===== src/rtl/stopwatch_pkg.sv =====
// Shared definitions for the stopwatch front end.
//   CLK_HZ                    system clock frequency
//   BTN_*                     button channel indices
//   *_DEFAULT                 default timing constants derived from CLK_HZ
//   rpt_state_e               per-channel auto-repeat state
//   max_int                   helper for sizing shared counters
package stopwatch_pkg;

    localparam int CLK_HZ = 100_000_000;

    localparam int BTN_SET   = 0;
    localparam int BTN_UP    = 1;
    localparam int BTN_DOWN  = 2;
    localparam int BTN_LEFT  = 3;
    localparam int BTN_RIGHT = 4;

    localparam int NUM_BUTTONS_DEFAULT          = 5;
    localparam int DEBOUNCE_CYCLES_DEFAULT      = CLK_HZ / 100;  // 10 ms
    localparam int REPEAT_DELAY_CYCLES_DEFAULT  = CLK_HZ / 2;    // 500 ms
    localparam int REPEAT_PERIOD_CYCLES_DEFAULT = CLK_HZ / 10;   // 10 Hz
    localparam logic [31:0] REPEAT_MASK_DEFAULT =
        (32'd1 << BTN_UP) | (32'd1 << BTN_DOWN);

    typedef enum logic [1:0] {
        IDLE   = 2'd0,
        DELAY  = 2'd1,
        REPEAT = 2'd2
    } rpt_state_e;

    function automatic int max_int(input int a, input int b);
        return (a > b) ? a : b;
    endfunction

endpackage


===== src/rtl/button_channel.sv =====
// One push-button channel: 2-FF synchroniser, debouncer and auto-repeat FSM.
//   clk          system clock
//   rst          asynchronous, active-high reset
//   btn_raw      raw pad input (asynchronous, bouncy)
//   btn_level    debounced level (registered)
//   btn_press    1-cycle pulse on accepted press and on each auto-repeat
//   btn_release  1-cycle pulse on accepted release
//
// Repeat FSM states:
//   state  | meaning
//   IDLE   | not held, or auto-repeat disabled for this channel
//   DELAY  | held; counting down to the first auto-repeat pulse
//   REPEAT | held; emitting a pulse every REPEAT_PERIOD_CYCLES
module button_channel
    import stopwatch_pkg::*;
#(
    parameter int DEBOUNCE_CYCLES      = DEBOUNCE_CYCLES_DEFAULT,
    parameter int REPEAT_DELAY_CYCLES  = REPEAT_DELAY_CYCLES_DEFAULT,
    parameter int REPEAT_PERIOD_CYCLES = REPEAT_PERIOD_CYCLES_DEFAULT,
    parameter bit REPEAT_EN            = 1'b0
) (
    input  logic clk,
    input  logic rst,
    input  logic btn_raw,
    output logic btn_level,
    output logic btn_press,
    output logic btn_release
);

    localparam int DW = $clog2(DEBOUNCE_CYCLES) + 1;
    localparam int RW = $clog2(max_int(REPEAT_DELAY_CYCLES, REPEAT_PERIOD_CYCLES)) + 1;

    localparam logic [DW-1:0] DB_TC    = DW'(DEBOUNCE_CYCLES - 1);
    localparam logic [RW-1:0] DELAY_TC = RW'(REPEAT_DELAY_CYCLES - 1);
    localparam logic [RW-1:0] PERIOD_TC = RW'(REPEAT_PERIOD_CYCLES - 1);

    logic          sync_1;
    logic          sync_2;
    logic          stable;
    logic [DW-1:0] cnt;

    rpt_state_e    state;
    logic [RW-1:0] rcnt;

    logic press_evt;
    logic release_evt;
    logic repeat_fire;

    // The debounced value lands in 'stable'; btn_level is one more register
    // behind it so the press/release pulses line up with the level edge.
    always_ff @(posedge clk or posedge rst) begin
        if (rst) begin
            sync_1 <= 1'b0;
            sync_2 <= 1'b0;
            stable <= 1'b0;
            cnt    <= '0;
        end else begin
            sync_1 <= btn_raw;
            sync_2 <= sync_1;
            if (sync_2 != stable) begin
                if (cnt == DB_TC) begin
                    stable <= sync_2;
                    cnt    <= '0;
                end else begin
                    cnt <= cnt + DW'(1);
                end
            end else begin
                cnt <= '0;
            end
        end
    end

    assign press_evt   = stable & ~btn_level;
    assign release_evt = ~stable & btn_level;

    // A release in the same cycle as a terminal count suppresses the pulse.
    always_comb begin
        repeat_fire = 1'b0;
        case (state)
            DELAY:   repeat_fire = !release_evt && (rcnt == DELAY_TC);
            REPEAT:  repeat_fire = !release_evt && (rcnt == PERIOD_TC);
            default: repeat_fire = 1'b0;
        endcase
    end

    always_ff @(posedge clk or posedge rst) begin
        if (rst) begin
            state       <= IDLE;
            rcnt        <= '0;
            btn_level   <= 1'b0;
            btn_press   <= 1'b0;
            btn_release <= 1'b0;
        end else begin
            btn_level   <= stable;
            btn_press   <= press_evt | repeat_fire;
            btn_release <= release_evt;
            case (state)
                IDLE: begin
                    rcnt <= '0;
                    if (REPEAT_EN && press_evt) begin
                        state <= DELAY;
                    end
                end
                DELAY: begin
                    if (release_evt) begin
                        state <= IDLE;
                        rcnt  <= '0;
                    end else if (repeat_fire) begin
                        state <= REPEAT;
                        rcnt  <= '0;
                    end else begin
                        rcnt <= rcnt + RW'(1);
                    end
                end
                REPEAT: begin
                    if (release_evt) begin
                        state <= IDLE;
                        rcnt  <= '0;
                    end else if (repeat_fire) begin
                        rcnt <= '0;
                    end else begin
                        rcnt <= rcnt + RW'(1);
                    end
                end
                default: begin
                    state <= IDLE;
                    rcnt  <= '0;
                end
            endcase
        end
    end

endmodule


===== src/rtl/button_conditioner.sv =====
// Stopwatch push-button front end: NUM_BUTTONS independent conditioned channels.
//   clk          system clock (100 MHz)
//   rst          asynchronous, active-high reset
//   btn_raw      raw pad inputs, one bit per button
//   btn_level    debounced levels
//   btn_press    1-cycle press pulses (plus auto-repeat on REPEAT_MASK channels)
//   btn_release  1-cycle release pulses
module button_conditioner
    import stopwatch_pkg::*;
#(
    parameter int          NUM_BUTTONS          = NUM_BUTTONS_DEFAULT,
    parameter int          DEBOUNCE_CYCLES      = DEBOUNCE_CYCLES_DEFAULT,
    parameter int          REPEAT_DELAY_CYCLES  = REPEAT_DELAY_CYCLES_DEFAULT,
    parameter int          REPEAT_PERIOD_CYCLES = REPEAT_PERIOD_CYCLES_DEFAULT,
    parameter logic [31:0] REPEAT_MASK          = REPEAT_MASK_DEFAULT
) (
    input  logic                   clk,
    input  logic                   rst,
    input  logic [NUM_BUTTONS-1:0] btn_raw,
    output logic [NUM_BUTTONS-1:0] btn_level,
    output logic [NUM_BUTTONS-1:0] btn_press,
    output logic [NUM_BUTTONS-1:0] btn_release
);

    if (NUM_BUTTONS < 1) begin : g_bad_num
        $error("button_conditioner: NUM_BUTTONS must be >= 1");
    end
    if (DEBOUNCE_CYCLES < 1) begin : g_bad_db
        $error("button_conditioner: DEBOUNCE_CYCLES must be >= 1");
    end
    if (REPEAT_DELAY_CYCLES < 1) begin : g_bad_rd
        $error("button_conditioner: REPEAT_DELAY_CYCLES must be >= 1");
    end
    if (REPEAT_PERIOD_CYCLES < 1) begin : g_bad_rp
        $error("button_conditioner: REPEAT_PERIOD_CYCLES must be >= 1");
    end
    // Any mask bit above the last channel names a button that does not exist.
    if ((REPEAT_MASK >> NUM_BUTTONS) != 32'd0) begin : g_bad_mask
        $error("button_conditioner: REPEAT_MASK wider than NUM_BUTTONS");
    end

    for (genvar i = 0; i < NUM_BUTTONS; i++) begin : g_ch
        button_channel #(
            .DEBOUNCE_CYCLES      (DEBOUNCE_CYCLES),
            .REPEAT_DELAY_CYCLES  (REPEAT_DELAY_CYCLES),
            .REPEAT_PERIOD_CYCLES (REPEAT_PERIOD_CYCLES),
            .REPEAT_EN            (REPEAT_MASK[i])
        ) u_ch (
            .clk         (clk),
            .rst         (rst),
            .btn_raw     (btn_raw[i]),
            .btn_level   (btn_level[i]),
            .btn_press   (btn_press[i]),
            .btn_release (btn_release[i])
        );
    end

endmodule


===== config.mk =====
export PLATFORM = sky130hd
export DESIGN_NAME = button_conditioner
export DESIGN_NICKNAME = d
export VERILOG_FILES = /design/src/rtl/stopwatch_pkg.sv /design/src/rtl/button_channel.sv /design/src/rtl/button_conditioner.sv
export SDC_FILE = /design/constraint.sdc
export NUM_CORES = 1
export LEC_CHECK = 0
export CAP_MARGIN = 20
export CORE_UTILIZATION = 55
export CTS_BUF_LIST = sky130_fd_sc_hd__clkbuf_2 sky130_fd_sc_hd__clkbuf_4 sky130_fd_sc_hd__clkbuf_8
export DETAILED_ROUTE_END_ITERATION = 7
export PLACE_DENSITY = 0.72
export SLEW_MARGIN = 30
export SYNTH_ARGS = -nofsm -noshare
export SYNTH_HDL_FRONTEND = slang
export SYNTH_SLANG_ARGS = --single-unit

===== constraint.sdc =====
create_clock -name clk -period 18.2 [get_ports clk]
set_input_delay 2.73 -clock clk [delete_from_list [all_inputs] [get_ports clk]]
set_output_delay 2.73 -clock clk [all_outputs]
set_load 0.01 [all_outputs]

After elaboration in Yosys (flattened, before gate mapping)
Index checks and enable logic that the tools add are counted.
- output and inout port bits: 15
- input port bits: 7
- bits in registers: 280
- word-level logic and storage cells: 212
- $add $sub $neg: 10
- reduce and logical (&&, ||, !) cells: 35
- bitwise logic cells: 28
- mux-type cells: 52
- equal/unequal tests: 42
- operators by type and width (kind ; number):
    $mux 27 ; 15
    $mux 21 ; 10
    $add 27x1->27 const B ; 5
    $eq 27x24->1 const B ; 5
    $eq 27x26->1 const B ; 5
    $add 21x1->21 const B ; 5
    $eq 21x20->1 const B ; 5
    $mux 2 ; 17
    $pmux 2 s3 ; 5
    $ne 3x1->1 const B ; 5
    $reduce_and 3->1 ; 5
    $ne 2x1->1 const B ; 7
    $not 1->1 ; 13
    $and 1x1->1 ; 10
    $eq 2x1->1 const B ; 5
    $eq 2x2->1 const B ; 5
    $logic_and 1x1->1 ; 10
    $logic_not 2->1 ; 5
    $pmux 1 s2 ; 5
    $reduce_and 2->1 ; 5
    $reduce_or 2->1 ; 5
    $logic_not 1->1 ; 5
    $ne 1x1->1 ; 5
    $or 1x1->1 ; 5

Depth between registers and ports, before layout
- depth in word-level cells: 8
- depth in mapped cells: 8

By module
From an unflattened synthesis, not the netlist that was laid out.
- cells, all modules: 908
- area, all modules: 9230.1 µm²
- modules (own cells, without submodules) (module ; area each (µm²) ; seq. area each (µm²) ; cells each ; instances):
    button_channel at g_ch[1].u_ch ... ; 2732.6 ; 1401.3 ; 272 ; 2
    button_channel at g_ch[0].u_ch ... ; 1262.5 ; 675.6 ; 123 ; 2
    button_channel at g_ch[4].u_ch ; 1239.9 ; 675.6 ; 118 ; 1

Worst setup path before layout
OpenSTA, ideal clock, no wires.
- path kind: flip-flop to output port
- start: register g_ch[0].u_ch.btn_level
- end: output port btn_level[0]
- cell stages (with the launch flop): 2
- slack: 14.973 ns
- arrival time: 0.497 ns
- cell sequence: dfrtp_1 > buf_4
- RTL lines (element ; line ; RTL):
    start, declared ; button_channel.sv:25 ; output logic btn_level,
    start signal, assigned ; button_channel.sv:94 ; btn_level <= stable;
    end, declared ; button_conditioner.sv:20 ; output logic [NUM_BUTTONS-1:0] btn_level,
No word-level cell between the ends.

Final worst setup path
- start: register g_ch[1].u_ch.btn_level
- end: output port btn_level[1]
- RTL lines (element ; line):
    start, declared ; button_channel.sv:25
    start signal, assigned ; button_channel.sv:94
No word-level cell between the ends.

==> impl_metrics.json <==
{
  "total_inserted_antenna_cells": 0,
  "endpoint_kind": "output port",
  "timing_worst_setup_path_type": "reg -> out",
  "coreArea_um2": 16100,
  "cp_top_family": "buffers and inverters",
  "n_fill_cell": 1334,
  "cts_buffers": 17,
  "ys_warn_count": 0,
  "timing.max_cap.violations": 0,
  "worst_setup_hold_path_clk_slew_ns": 0.09,
  "crit_path_top_delay_cell": "clkdlybuf4s50_1",
  "clkSinkCount": 193,
  "multiplexer_share_of_the_synthesized_area_pct": 1.08,
  "final.setup_skew_ns": 0.0155,
  "seq_power_share_pct": 58.4,
  "report.final.setup_viol": 0,
  "internal-power_mw": 0.589,
  "grt_setup_unrepaired": "false",
  "synth_edf_count": 0,
  "net_count_final": 944,
  "critPathLaunchType": "flop",
  "synth_fp_nets": 934,
  "syn_area_per_cell_um2": 10.0,
  "final_layout_size_suffix_gt1_share_pct": 5.87,
  "max-clock-path-buffers": 2,
  "most_common_cell_after_layout_fill_and_taps_aside": "dfrtp_1",
  "place_hpwl_um": 9830,
  "synthCells": 914,
  "asyncSetResetFlopFracSynth_pct": 100,
  "power.density_cell_area_nw_per_um2": 75.2,
  "synth_top_family_by_area": "simple AND/OR/NAND/NOR gates",
  "layout_min_cycle_time_ns": 4.10,
  "firstDrtPassIters": 4,
  "number_of_top_level_design_ports": 22,
  "hold_depth": 0,
  "dieWidth_um": 131,
  "fp-row-count": 46,
  "regToRegEndpoint": "g_ch[4].u_ch.cnt[3]",
  "sequential_cell_area_in_the_final_layout_um2": 4830,
  "holdPathEnd": "g_ch[2].u_ch.sync_2",
  "cts-root-buf": "clkbuf_8",
  "worst-endpoint-arrival_ns": 1.37,
  "port-buffer-count": 21,
  "initialDrtViolationCount": 304,
  "avgViaCountPerCell": 5.34,
  "htree_num_levels": 4,
  "postSynthRegisterBits": 193,
  "grt_start_max_net_pins": 125,
  "irDropWorstVdd_uv": 69.5,
  "pwr-share-comb_pct": 2.7,
  "cts_hold_buffers": 0,
  "routed_wl_um": 15300,
  "worst_slew_margin_rel_pct": 44.1,
  "multiInputGateArea_um2": 4040,
  "global_route_wire_length_before_repair_um": 26900,
  "mappedNetlistArea_um2": 9170,
  "maxSlewViolCount": 0,
  "die_y_extent_um": 131,
  "place.gp.congestion": 0.843,
  "grt_util_all_layers_pct": 18.9,
  "synth-compound-area-share_pct": 1.30,
  "prevailing_post_synth_register_cell": "dfrtp_1",
  "synthSimpleGateAreaFrac_pct": 25.6,
  "timing.final.crit_share_pct": 22.5,
  "dr_total_vias": 6159,
  "synth_xor_xnor_area_share_pct": 14.3,
  "report.power.total_mw": 0.746,
  "post-route-drc-count": 0,
  "overflow": 0,
  "post_synth_fa_ha_maj_area_fraction_pct": 1.77,
  "power.clock.fraction_pct": 38.9,
  "worst_path_largest_cell_delay_ns": 0.54,
  "status": "finished clean",
  "antenna_violating_nets_post_route": 0,
  "post-cts-setup-buffers": 0,
  "worstReg2RegStart": "g_ch[4].u_ch.cnt[1]",
  "die_area_um2": 17200,
  "tritoncts": "built",
  "achievable-frequency_mhz": 244,
  "type_of_the_tightest_min_delay_check": "reg -> reg",
  "post_cts_resized": 0,
  "synthToLayoutAreaGrowth_pct": 8.22,
  "setup_total_negative_slack_ns": 0,
  "placed_area_um2": 9470,
  "highest_net_fanout_along_the_worst_path": 3,
  "grt_pass1_vias": 5827,
  "switching_power_mw": 0.157,
  "insertion_delay_ns": 0.46,
  "synth.yosys.seq_area_share_pct": 52.7,
  "tightestPinTransition_ns": 0.839,
  "regToRegSetupSlack_ns": 15.88,
  "timing.critical_path.required_ns": 15.47,
  "power.static_leakage_nw": 4.22,
  "finalHoldWorstSlack_ns": 0.355,
  "layout_common_cells": "193 x dfrtp_1, 187 x nor2_1, 96 x xor2_1, 70 x nand3_1, 61 x nand2_1",
  "timing_hold_violations_final": 0,
  "floorplan.initialDensity_pct": 57.1,
  "crit_buf_inv": 1,
  "grt_antenna_before_repair": 0,
  "wl_per_cell_um": 13.2,
  "power.switching_fraction_pct": 21.0,
  "post_synth_num_cell_types": 45,
  "worstHoldStart": "g_ch[2].u_ch.sync_1",
  "critical_path.cell_chain": "clkdlybuf4s50_1",
  "reg2reg_path_depth": 5,
  "finish.instance_area_um2": 9920
}
## cells in the mapped netlist, drive strengths merged (3+ instances only)
cell / instances / area share [%]
ha: 13 / 1.8
o21ai: 3 / 0.16
dfrtp: 193 / 53
and3: 22 / 1.5
inv: 25 / 1.0
xnor2: 54 / 5.2
a21oi: 4 / 0.22
mux2: 7 / 0.86
nor3: 27 / 1.5
nor2b: 6 / 0.41
buf: 31 / 2.2
or2: 4 / 0.27
nor2: 187 / 7.7
or4: 5 / 0.41
nor4: 19 / 1.3
and4: 12 / 1.2
nand2: 61 / 2.5
xor2: 96 / 9.2
nand2b: 5 / 0.34
nand4: 42 / 2.9
nand3: 71 / 3.9
and2: 3 / 0.20
and4bb: 3 / 0.41
nor4b: 5 / 0.64
## layer usage
layer	track usage, %	part of all wire (%)	vias to the layer above
li1	-	-	3087
met1	26.4	51	2984
met2	29.9	45	75
met3	4.32	2.8	13
met4	4.71	0.95	0
met5	0	0	-
## worst reg2reg max path: cells and delay by family, from the launching register on
| family | cells | cell delay, ns |
|---|---|---|
| AND/OR/NAND/NOR | 4 | 1.42 |
| flip-flops | 1 | 0.45 |
| adder cells (fa/ha/maj) | 1 | 0.30 |
## worst max-delay path by stage
stage,start,endpoint,cells after the start
global route,rst,g_ch[2].u_ch.rcnt[9],4
detailed placement,rst,g_ch[2].u_ch.rcnt[16],3
floorplan,rst,g_ch[0].u_ch.btn_level,1
CTS,rst,g_ch[2].u_ch.cnt[17],3
global placement,rst,g_ch[2].u_ch.rcnt[15],3
finish,g_ch[1].u_ch.btn_level,btn_level[1],1
## state kept, by name (all words and copies together) (netlist names)
register               count
g_ch.u_ch.btn_press        5
g_ch.u_ch.rcnt            54
g_ch.u_ch.sync_2           5
g_ch.u_ch.stable           5
g_ch.u_ch.btn_release      5
g_ch.u_ch.btn_level        5
g_ch.u_ch.cnt            105
g_ch.u_ch.state            4
g_ch.u_ch.sync_1           5
## per-stage QoR
| stage | instances | setup WS (ns) | util, % |
|---|---|---|---|
| after floorplan | 914 | 10.21 | - |
| after global placement | 1119 | 13.35 | 58.9 |
| after detailed placement | 1120 | 13.34 | 59.0 |
| after CTS | 1152 | 13.86 | 61.6 |
| after global routing | 1153 | 14.00 | 61.8 |
| final | 1153 | 14.10 | 61.8 |
## cell type report
type | count | area share (%)
Clock buffer | 29 | 3.58
Clock inverter | 3 | 0.694
Inverter | 25 | 1.02
Multi-Input combinational cell | 663 | 40.7
Sequential cell | 193 | 48.7
Tap cell | 216 | 2.72
Timing Repair Buffer | 24 | 2.59
## cell families after synthesis
family	after synthesis
AND/OR/NAND/NOR	476
flip-flops	193
XOR/XNOR	150
buffers and inverters	58
AO/OA/AOI/OAI	15
adder cells (fa/ha/maj)	13
multiplexers	9
## power groups by stage
stage,clock network (mW),logic [mW],registers (mW)
after floorplan,0,0.0147,0.444
after CTS,0.299,0.0200,0.436
after detailed placement,0,0.0200,0.444
after global placement,0,0.0198,0.444
final,0.290,0.0198,0.436
after global routing,0.315,0.0235,0.437
No activity file was read; power rests on OpenSTA's default activity.
